===== config.mk =====
export PLATFORM = sky130hd
export DESIGN_NAME = bus_endpoint
export DESIGN_NICKNAME = d
export VERILOG_FILES = /design/src/rtl/bus_pkg.sv /design/src/rtl/ep_fifo.sv /design/src/rtl/bus_endpoint.sv
export SDC_FILE = /design/constraint.sdc
export NUM_CORES = 1
export LEC_CHECK = 0
export ABC_AREA = 1
export ABC_CLOCK_PERIOD_IN_PS = 6360
export CAP_MARGIN = 20
export CORE_MARGIN = 3
export CORE_UTILIZATION = 52
export DETAILED_ROUTE_END_ITERATION = 8
export HOLD_SLACK_MARGIN = 0.12
export PLACE_DENSITY = 0.78
export SLEW_MARGIN = 20
export SYNTH_ARGS = -nofsm -noshare
export SYNTH_HDL_FRONTEND = slang
export SYNTH_SLANG_ARGS = --single-unit

===== constraint.sdc =====
create_clock -name clk -period 6.36 [get_ports clk]
set_input_delay 1.908 -clock clk [delete_from_list [all_inputs] [get_ports clk]]
set_output_delay 1.908 -clock clk [all_outputs]
set_load 0.1 [all_outputs]

===== src/rtl/bus_pkg.sv =====
// bus_pkg: shared ID constants and helpers for bus endpoints.
package bus_pkg;
   localparam int ID_W = 8;
   localparam logic [ID_W-1:0] BROADCAST = 8'hFF;
   localparam int PKT_MAX = 256;
   function automatic logic [ID_W-1:0] get_dest(input logic [PKT_MAX-1:0] pkt, input int w);
      return ID_W'(pkt >> (w - ID_W));
   endfunction
   function automatic logic [7:0] sat_inc8(input logic [7:0] v);
      return &v ? v : v + 8'd1;
   endfunction
endpackage


===== src/rtl/ep_fifo.sv =====
// ep_fifo: first-word-fall-through FIFO; head reads 0 while empty.
module ep_fifo #(
   parameter int pckg_sz = 32,
   parameter int depth = 4
) (
   input  logic clk,
   input  logic reset,
   input  logic wr_en,
   input  logic [pckg_sz-1:0] wr_data,
   input  logic rd_en,
   output logic full,
   output logic empty,
   output logic [pckg_sz-1:0] head,
   output logic [$clog2(depth+1)-1:0] count
);
   localparam int PW = $clog2(depth);
   localparam int CW = $clog2(depth+1);
   logic [pckg_sz-1:0] mem [depth];
   logic [PW-1:0] wr_ptr, rd_ptr;
   logic wr, rd;
   // depth need not be a power of two, so wrap explicitly
   function automatic logic [PW-1:0] nxt(input logic [PW-1:0] p);
      return p == PW'(depth-1) ? '0 : p + 1'b1;
   endfunction
   assign wr = wr_en && !full;
   assign rd = rd_en && !empty;
   assign full = count == CW'(depth);
   assign empty = count == '0;
   assign head = empty ? '0 : mem[rd_ptr];
   always_ff @(posedge clk or negedge reset)
      if (!reset) begin
         wr_ptr <= '0;
         rd_ptr <= '0;
         count <= '0;
      end else begin
         if (wr) wr_ptr <= nxt(wr_ptr);
         if (rd) rd_ptr <= nxt(rd_ptr);
         count <= count + CW'(wr) - CW'(rd);
      end
   always_ff @(posedge clk)
      if (wr) mem[wr_ptr] <= wr_data;
endmodule


===== src/rtl/bus_endpoint.sv =====
// bus_endpoint: device-side terminal of one bus driver port, TX and RX FIFOs
// with drop/misroute counters and a sticky pop-underflow flag.
module bus_endpoint import bus_pkg::*; #(
   parameter int pckg_sz = 32,
   parameter int depth = 4,
   parameter logic [ID_W-1:0] my_id = 8'd0,
   parameter logic [ID_W-1:0] broadcast = BROADCAST
) (
   input  logic clk,
   input  logic reset,
   input  logic tx_valid,
   input  logic [pckg_sz-1:0] tx_data,
   output logic tx_ready,
   output logic pndng,
   output logic [pckg_sz-1:0] D_pop,
   input  logic pop,
   input  logic push,
   input  logic [pckg_sz-1:0] D_push,
   output logic rx_valid,
   output logic [pckg_sz-1:0] rx_data,
   input  logic rx_ready,
   output logic [7:0] rx_drop_cnt,
   output logic [7:0] misroute_cnt,
   output logic pop_err
);
   localparam int CW = $clog2(depth+1);
   logic tx_full, tx_empty, rx_full, rx_empty, misroute;
   logic [CW-1:0] tx_cnt, rx_cnt;
   logic [ID_W-1:0] dest;
   ep_fifo #(.pckg_sz(pckg_sz), .depth(depth)) u_tx (
      .clk(clk), .reset(reset), .wr_en(tx_valid), .wr_data(tx_data), .rd_en(pop),
      .full(tx_full), .empty(tx_empty), .head(D_pop), .count(tx_cnt)
   );
   ep_fifo #(.pckg_sz(pckg_sz), .depth(depth)) u_rx (
      .clk(clk), .reset(reset), .wr_en(push), .wr_data(D_push), .rd_en(rx_ready && !rx_empty),
      .full(rx_full), .empty(rx_empty), .head(rx_data), .count(rx_cnt)
   );
   assign tx_ready = !tx_full;
   assign pndng = tx_cnt != '0;
   assign rx_valid = rx_cnt != '0;
   assign dest = get_dest(PKT_MAX'(D_push), pckg_sz);
   assign misroute = dest != my_id && dest != broadcast;
   // full is pre-edge state, so a simultaneous dequeue never rescues a push
   always_ff @(posedge clk or negedge reset)
      if (!reset) begin
         rx_drop_cnt <= '0;
         misroute_cnt <= '0;
         pop_err <= 1'b0;
      end else begin
         if (push && rx_full) rx_drop_cnt <= sat_inc8(rx_drop_cnt);
         if (push && !rx_full && misroute) misroute_cnt <= sat_inc8(misroute_cnt);
         if (pop && tx_empty) pop_err <= 1'b1;
      end
endmodule


; Word-level counts from Yosys, hierarchy flattened
; Memory sizes are Yosys's and may differ from the RTL's.
; Cells that the tools add are included.
[word_totals]
ff_bits = 31
latch_bits = 0
mem_bits_rw = 256
rom_bits = 0
input_bits = 70
output_inout_bits = 84
word_cells = 62
n_memories = 2
[memory_table]
columns = name, words, word_bits, read_ports, rd_clocked_by_memory_dff, write_ports, line
row1 = u_rx.mem, 4, 32, 1, 0, 1, ep_fifo.sv:18  ; logic [pckg_sz-1:0] mem [depth];
row2 = u_tx.mem, 4, 32, 1, 0, 1, ep_fifo.sv:18
[op_classes]
addsub = 10
multipliers = 0
div = 0
n_lt_le_gt_ge = 0
eq_ne = 7
shift = 0
muxes = 10
n_bitwise = 2
n_reduce_logical = 22
[op_table]
columns = operator, n
row1 = $mux 32, 2
row2 = $add 8x1->8 const B, 2
row3 = $reduce_and 8->1, 2
row4 = $logic_and 1x1->1, 9
row5 = $add 2x1->2 const B, 4
row6 = $eq 2x2->1 const B, 4
row7 = $mux 2, 4
row8 = $ne 8x8->1 const B, 1
row9 = $reduce_bool 8->1, 1
row10 = $add 3x1->3, 2
row11 = $eq 3x3->1 const B, 2
row12 = $logic_not 3->1, 2
row13 = $reduce_bool 3->1, 2
row14 = $sub 3x1->3, 2
row15 = $logic_not 1->1, 4
row16 = $mux 1, 4
row17 = $reduce_and 2->1, 2
row18 = $not 1->1, 2

; Depth between registers and ports, before layout
; Gate-level depths: netlist of the first run.
[logic_depth]
word_depth = 5
mapped_depth = 8
depth_no_buf = 8

; By module
; A second synthesis of the first run with hierarchy kept.
[hier_totals]
cells_unflattened = 1270
hier_area_um2 = 12852.3
[modules_own_cells]
columns = mod, instances, cells_per_inst, area_each_um2, seq_area_each_um2
row1 = ep_fifo, 2, 558, 5866.9, 4018.9
row2 = bus_endpoint, 1, 154, 1118.6, 425.4

; Worst setup path before layout of the first run
; OpenSTA, ideal clock, no wires.
[synth_path]
path_type = flip-flop to output port
start = register u_tx.rd_ptr[0]
end = output port D_pop[30]
arrival_time_ps = 2444
t_required_ps = 4452
slack_ps = 2008
stages_incl_launch_ff = 6
n_path_buf = 2
path_cell_list = dfrtp_1 -> inv_2 -> buf_2 -> clkbuf_1 -> o21ai_0 -> a21oi_1
[synth_between]
elab_chain_len = 2
[synth_lines]
columns = element, line
row1 = "start, declared", ep_fifo.sv:19  ; logic [PW-1:0] wr_ptr, rd_ptr;
row2 = "start signal, assigned", ep_fifo.sv:37  ; if (rd) rd_ptr <= nxt(rd_ptr);
row3 = $mem_v2 4x32, n/a
row4 = $mux 32, ep_fifo.sv:29  ; assign head = empty ? '0 : mem[rd_ptr];
row5 = "end, declared", bus_endpoint.sv:15  ; output logic [pckg_sz-1:0] D_pop,
; No other way between the ends.

; Worst setup path after layout of the first run
[layout_path]
start = register u_tx.count[1]
end = output port pndng
[layout_between]
elab_chain_len = 1
[layout_lines]
columns = element, line
row1 = "start, declared", ep_fifo.sv:14  ; output logic [$clog2(depth+1)-1:0] count
row2 = "start signal, assigned", ep_fifo.sv:38  ; count <= count + CW'(wr) - CW'(rd);
row3 = $reduce_bool 3->1, bus_endpoint.sv:39  ; assign pndng = tx_cnt != '0;
row4 = "end, declared", bus_endpoint.sv:14  ; output logic pndng,
; No other way between the ends.

==> qor.yml, run 1 <==
post_cts_buffers: 0
route.vias.total: 7726
crit_type: "flop to primary output"
overflow: 0
routed_wl_microns: 24760
ant_nets: 0
area_growth_pct: 21.77
cap_violations: 0
synth_cells: 999
clkSlewWorstSetupHoldPaths_ns: 0.06
final_core_util: 0.6521
finalSetupViolCount: 0
cts_buffer_depth: 3
cts_tree: "built"
holdPathEnd: "pop_err"
clock_latency_ns: 0.54
cp_data_required_time_ns: 4.45
hold_violations: 0
hold_path.class: "flop to flop"
fill_cells: 1609
die_y_microns: 156.6
drtIter0Drc: 523
synth_area_sq_um: 11800
fp.coreArea_sq_um: 22030
initial_core_util: 0.5356
tightest_slew_ns: 0.9826
drc: 0
report.final.slew_viol_count: 0
detailed_place_hpwl_microns: 14630
diodes: 0
postCtsHoldBufs: 0
reg2reg_from: "u_rx.count[1]"
worst_ep_arrival_time_ns: 2.75
cts-root-buf: "clkbuf_16"
grt_pass1_wl_microns: 39120
gp_congestion: 0.7586
ioPinCount: 154
fmax_ghz: 0.2145
cts-resized-gates: 0
chipWidth_microns: 156.6
reg2reg_depth: 8
grt_pass1_vias: 7719
layout-drive-gt1-share: 0.1279
finalCriticalPeriod_ns: 4.662
cts_buffers: 29
routed_via_density: 5.317
rsz0062_at_grt: "no"
r2r_end: "u_rx.count[2]"
yosys_warnings: 0
finClkSkew_ns: 0.01760
synthDistinctLibCells: 29
antenna_found_initial: 1
critPathCaptureType: "primary output"
final_common_cell: "nor2_1"
ys_seq_elements: 287
dieArea_sq_um: 24530
htreeDepth: 1
grt_max_degree: 67
firstDrtPassIters: 4
path_max_fanout: 34
start_kind: "flop"
yosysSeqAreaShare: 0.7174
final_cell_mix: "nor2_1 (274), edfxtp_1 (256), o21ai_0 (126)"
postSynthNetCount: 1087
track_usage: 0.1996
whs_path_depth: 1
final.period_utilization: 0.7331
rows: 54
status: "finished clean"
holdCritStartpoint: "pop_err"
portBuffers: 153
regToRegSetupSlack_ns: 3.95
timing.setup.tns_ns: 0
synth_area_per_cell_sq_um: 11.81
clock-sinks: 287
wl_per_cell_microns: 17.04
slew_headroom: 0.3429
nets: 1238
==> critical path, stage by stage (launching register included) <==
cell,delay [ns]
dfrtp_1,0.45
nor3_4,0.17
buf_4,0.43
inv_1,0.16
clkdlybuf4s50_1,1.01
==> through the flow <==
stage	instance area (sq um)	std cells	hold slack, ns	setup WS, ns
6_report	14360	1453	0.5105	1.698
4_1_cts	14360	1453	0.5203	1.688
2_1_floorplan	11800	999	0.5581	2.008
3_3_place_gp	13410	1399	0.4895	2.263
5_1_grt	14360	1453	0.5317	1.587
3_5_place_dp	13410	1399	0.4951	2.257
==> cells by family (layout without fill, tap and decap cells) <==
family,count (synthesis),after routing,synth area share
DFF,287,287,0.7174
xor gates and xnor gates,10,10,0.008062
and+or+nand+nor,385,385,0.1296
AOI/OAI and AO/OA,206,206,0.08857
adders and majority gates,18,18,0.02036
buffers and inverters,93,267,0.03596
==> worst max path at each step <==
stage                     end           start  cells after the start
2_1_floorplan       D_pop[30]  u_tx.rd_ptr[0]                      5
3_3_place_gp            pndng   u_tx.count[1]                      4
3_5_place_dp   u_tx.mem[0][5]        tx_valid                      4
4_1_cts                 pndng   u_tx.count[1]                      4
5_1_grt                 pndng   u_tx.count[1]                      4
6_report                pndng   u_tx.count[1]                      4
==> Yosys cell counts, drive strengths merged <==
library cell	instances	area [sq um]
nor2	286	1084
edfxtp	256	7687
o21ai	140	700.7
nand2	77	291.5
a21oi	65	336.6
inv	44	165.2
buf	33	199.0
dfrtp	31	775.7
clkbuf	16	60.06
ha	16	200.2
nand3	11	60.06
nand4	7	58.81
xnor2	6	52.55
xor2	4	42.55
fa	2	40.04
nand3b	2	15.01
nor3	2	20.02
o21bai	1	7.510
==> routing by layer <==
layer | GRT usage | up-vias | wire length [microns] | share of wire
met5 | 0 | - | 13 | 0.00053
met4 | 0.05794 | 2 | 607 | 0.025
met3 | 0.03955 | 44 | 1764 | 0.071
met2 | 0.3371 | 245 | 11950 | 0.48
met1 | 0.2655 | 3687 | 10420 | 0.42
li1 | - | 3748 | - | -
==> registers in the layout, indices dropped and copies added, names as in the netlist <==
signal / flops
u_rx.mem: 128
u_tx.mem: 128
misroute_cnt: 8
rx_drop_cnt: 8
u_rx.count: 3
u_tx.count: 3
u_rx.rd_ptr: 2
u_rx.wr_ptr: 2
u_tx.rd_ptr: 2
u_tx.wr_ptr: 2
pop_err: 1
==> area by class of cell <==
cell class	count	area [sq um]	area share
Clock buffer	36	782.0	0.05444
Multi-Input combinational cell	619	2942	0.2048
Inverter	44	165.2	0.01150
Clock inverter	18	172.7	0.01202
Sequential cell	287	8466	0.5894
Tap cell	280	350.3	0.02439
Timing Repair Buffer	169	1486	0.1035
Power of run 1 is not shown: default switching activity piles up to over one toggle a cycle in this logic, so the estimate is an artifact.
==> run 2, diff against run 1 <==
ABC_CLOCK_PERIOD_IN_PS = 4400   (was 6360)
clock period = 4.4 ns   (was 6.36 ns; I/O delays follow)
==> run 2 against run 1 <==
  * Sequential share of layout area decreased by 3.5 points
  * Die area stayed put
  * Flip-flop and latch count stayed put
  * Clock skew decreased by 0.0081 ns
==> qor.yml, run 2 (synthesized netlist as in run 1, its figures left out) <==
final.period_utilization: 0.8757
fmax_ghz: 0.2595
hold_violations: 0  # unchanged
initial_core_util: 0.5356  # unchanged
timing.final.ws_setup_ns: 0.5469  # was 1.698 ns
post_cts_buffers: 0  # unchanged
ioPinCount: 154  # unchanged
clock-sinks: 287  # unchanged
firstDrtPassIters: 7  # was 4
tightest_slew_ns: 1.018  # was 0.9826 ns
antenna_found_initial: 2  # was 1
grt_max_degree: 67  # unchanged
portBuffers: 153  # unchanged
finalSetupViolCount: 0  # unchanged
track_usage: 0.2046  # was 0.1996
gp_congestion: 0.7855  # was 0.7586
drtIter0Drc: 606  # was 523
cp_data_required_time_ns: 3.08  # was 4.45 ns
route.vias.total: 7906  # was 7726
top_regs: "u_rx.mem (128), u_tx.mem (128)"  # unchanged
report.final.slew_viol_count: 0  # unchanged
hold_path.class: "flop to flop"  # unchanged
post-place-ws_ns: 1.116  # was 2.257 ns
final_cell_mix: "nor2_1 (274), edfxtp_1 (256), o21ai_0 (126)"  # unchanged
cts_buffers: 28  # was 29
fp.coreArea_sq_um: 22030  # unchanged
rsz0062_at_grt: "no"  # unchanged
drc: 0  # unchanged
cts-resized-gates: 0  # unchanged
final_common_cell: "nor2_1"  # unchanged
clkSlewWorstSetupHoldPaths_ns: 0.06  # about the same
routed_via_density: 5.434  # was 5.317
htreeDepth: 1  # unchanged
rows: 54  # unchanged
finClkSkew_ns: 0.009501  # was 0.01760 ns
ant_nets: 0  # unchanged
critPathCaptureType: "primary output"  # unchanged
cts_tree: "built"  # unchanged
area_growth_pct: 29.40  # was 21.77%
dieArea_sq_um: 24530  # unchanged
overflow: 0  # unchanged
cap_violations: 0  # unchanged
finalCriticalPeriod_ns: 3.853
grt_pass1_vias: 7739  # was 7719
start_kind: "flop"  # unchanged
stdcell_count: 1455  # was 1453
worst_ep_arrival_time_ns: 2.53  # was 2.75 ns
layout-drive-gt1-share: 0.1319  # was 0.1279
slew_headroom: 0.3193  # was 0.3429
nets: 1241  # was 1238
dp.cells: 1403  # was 1399
fill_cells: 1435  # was 1609
cts-root-buf: "clkbuf_16"  # unchanged
diodes: 0  # unchanged
status: "finished clean"  # unchanged
chipWidth_microns: 156.6  # unchanged
crit_type: "flop to primary output"  # unchanged
die_y_microns: 156.6  # unchanged
postCtsHoldBufs: 0  # unchanged
detailed_place_hpwl_microns: 15660  # was 14630 microns
path_max_fanout: 26  # was 34
grt_pass1_wl_microns: 40190  # was 39120 microns
cts_buffer_depth: 3  # unchanged
routed_wl_microns: 25300  # was 24760 microns
wl_per_cell_microns: 17.39  # was 17.04 microns
timing.setup.tns_ns: 0  # unchanged
clock_latency_ns: 0.52  # was 0.54 ns
run 2: changes by cell type in the layout (fill, tap and decap cells not counted), moves of 2 or more:
cell       delta
clkinv_4      +3
bufinv_16     +2
buf_12       +64
clkinv_2      -7
buf_4        -60
clkinv_1      -3
run 2: path summary, 6_finish.rpt:
check,start,to,slack [ns],cells after the start
max in group asynchronous,reset,u_rx.rd_ptr[0],2.90,1
min reg2reg,pop_err,pop_err,0.48,1
max reg2reg,u_rx.count[1],u_rx.count[2],1.88,8
min in group asynchronous,reset,misroute_cnt[2],0.91,1
max,u_rx.rd_ptr[1],rx_data[10],0.55,6
min,pop_err,pop_err,0.48,1
run 2: final cells by class:
class                      instances  area [sq um]  share of cell area
tap                              280         350.3             0.02295
inverter                          44         165.2             0.01082
multi-input combinational        619          2942              0.1927
clock buffer                      37         795.8             0.05213
timing repair buffer             173          2317              0.1518
sequential                       287          8466              0.5546
clock inverter                    15         229.0             0.01500
run 2: critical path: stages, from the launching register on:
cell	delay (ns)
dfrtp_1	0.70
inv_1	0.27
buf_4	0.31
nor2_1	0.14
o21ai_0	0.10
a21oi_1	0.27
buf_12	0.21
run 2: per-stage QoR:
stage | hold slack [ns] | cell area, sq um | util
2_1_floorplan | 0.5581 | 11800 | -
3_3_place_gp | 0.4704 | 14240 | 0.6465
3_5_place_dp | 0.4673 | 14240 | 0.6465
4_1_cts | 0.4775 | 15260 | 0.6930
5_1_grt | 0.5004 | 15260 | 0.6930
6_report | 0.4842 | 15260 | 0.6930
run 2: per-layer routing:
metal,vias to the layer above,routed length (microns),track usage
met5,-,27,0
met4,4,490,0.05669
li1,3758,-,-
met3,41,1689,0.03291
met1,3791,10620,0.2861
met2,312,12480,0.3377
Power of run 2 is left out for the same reason.
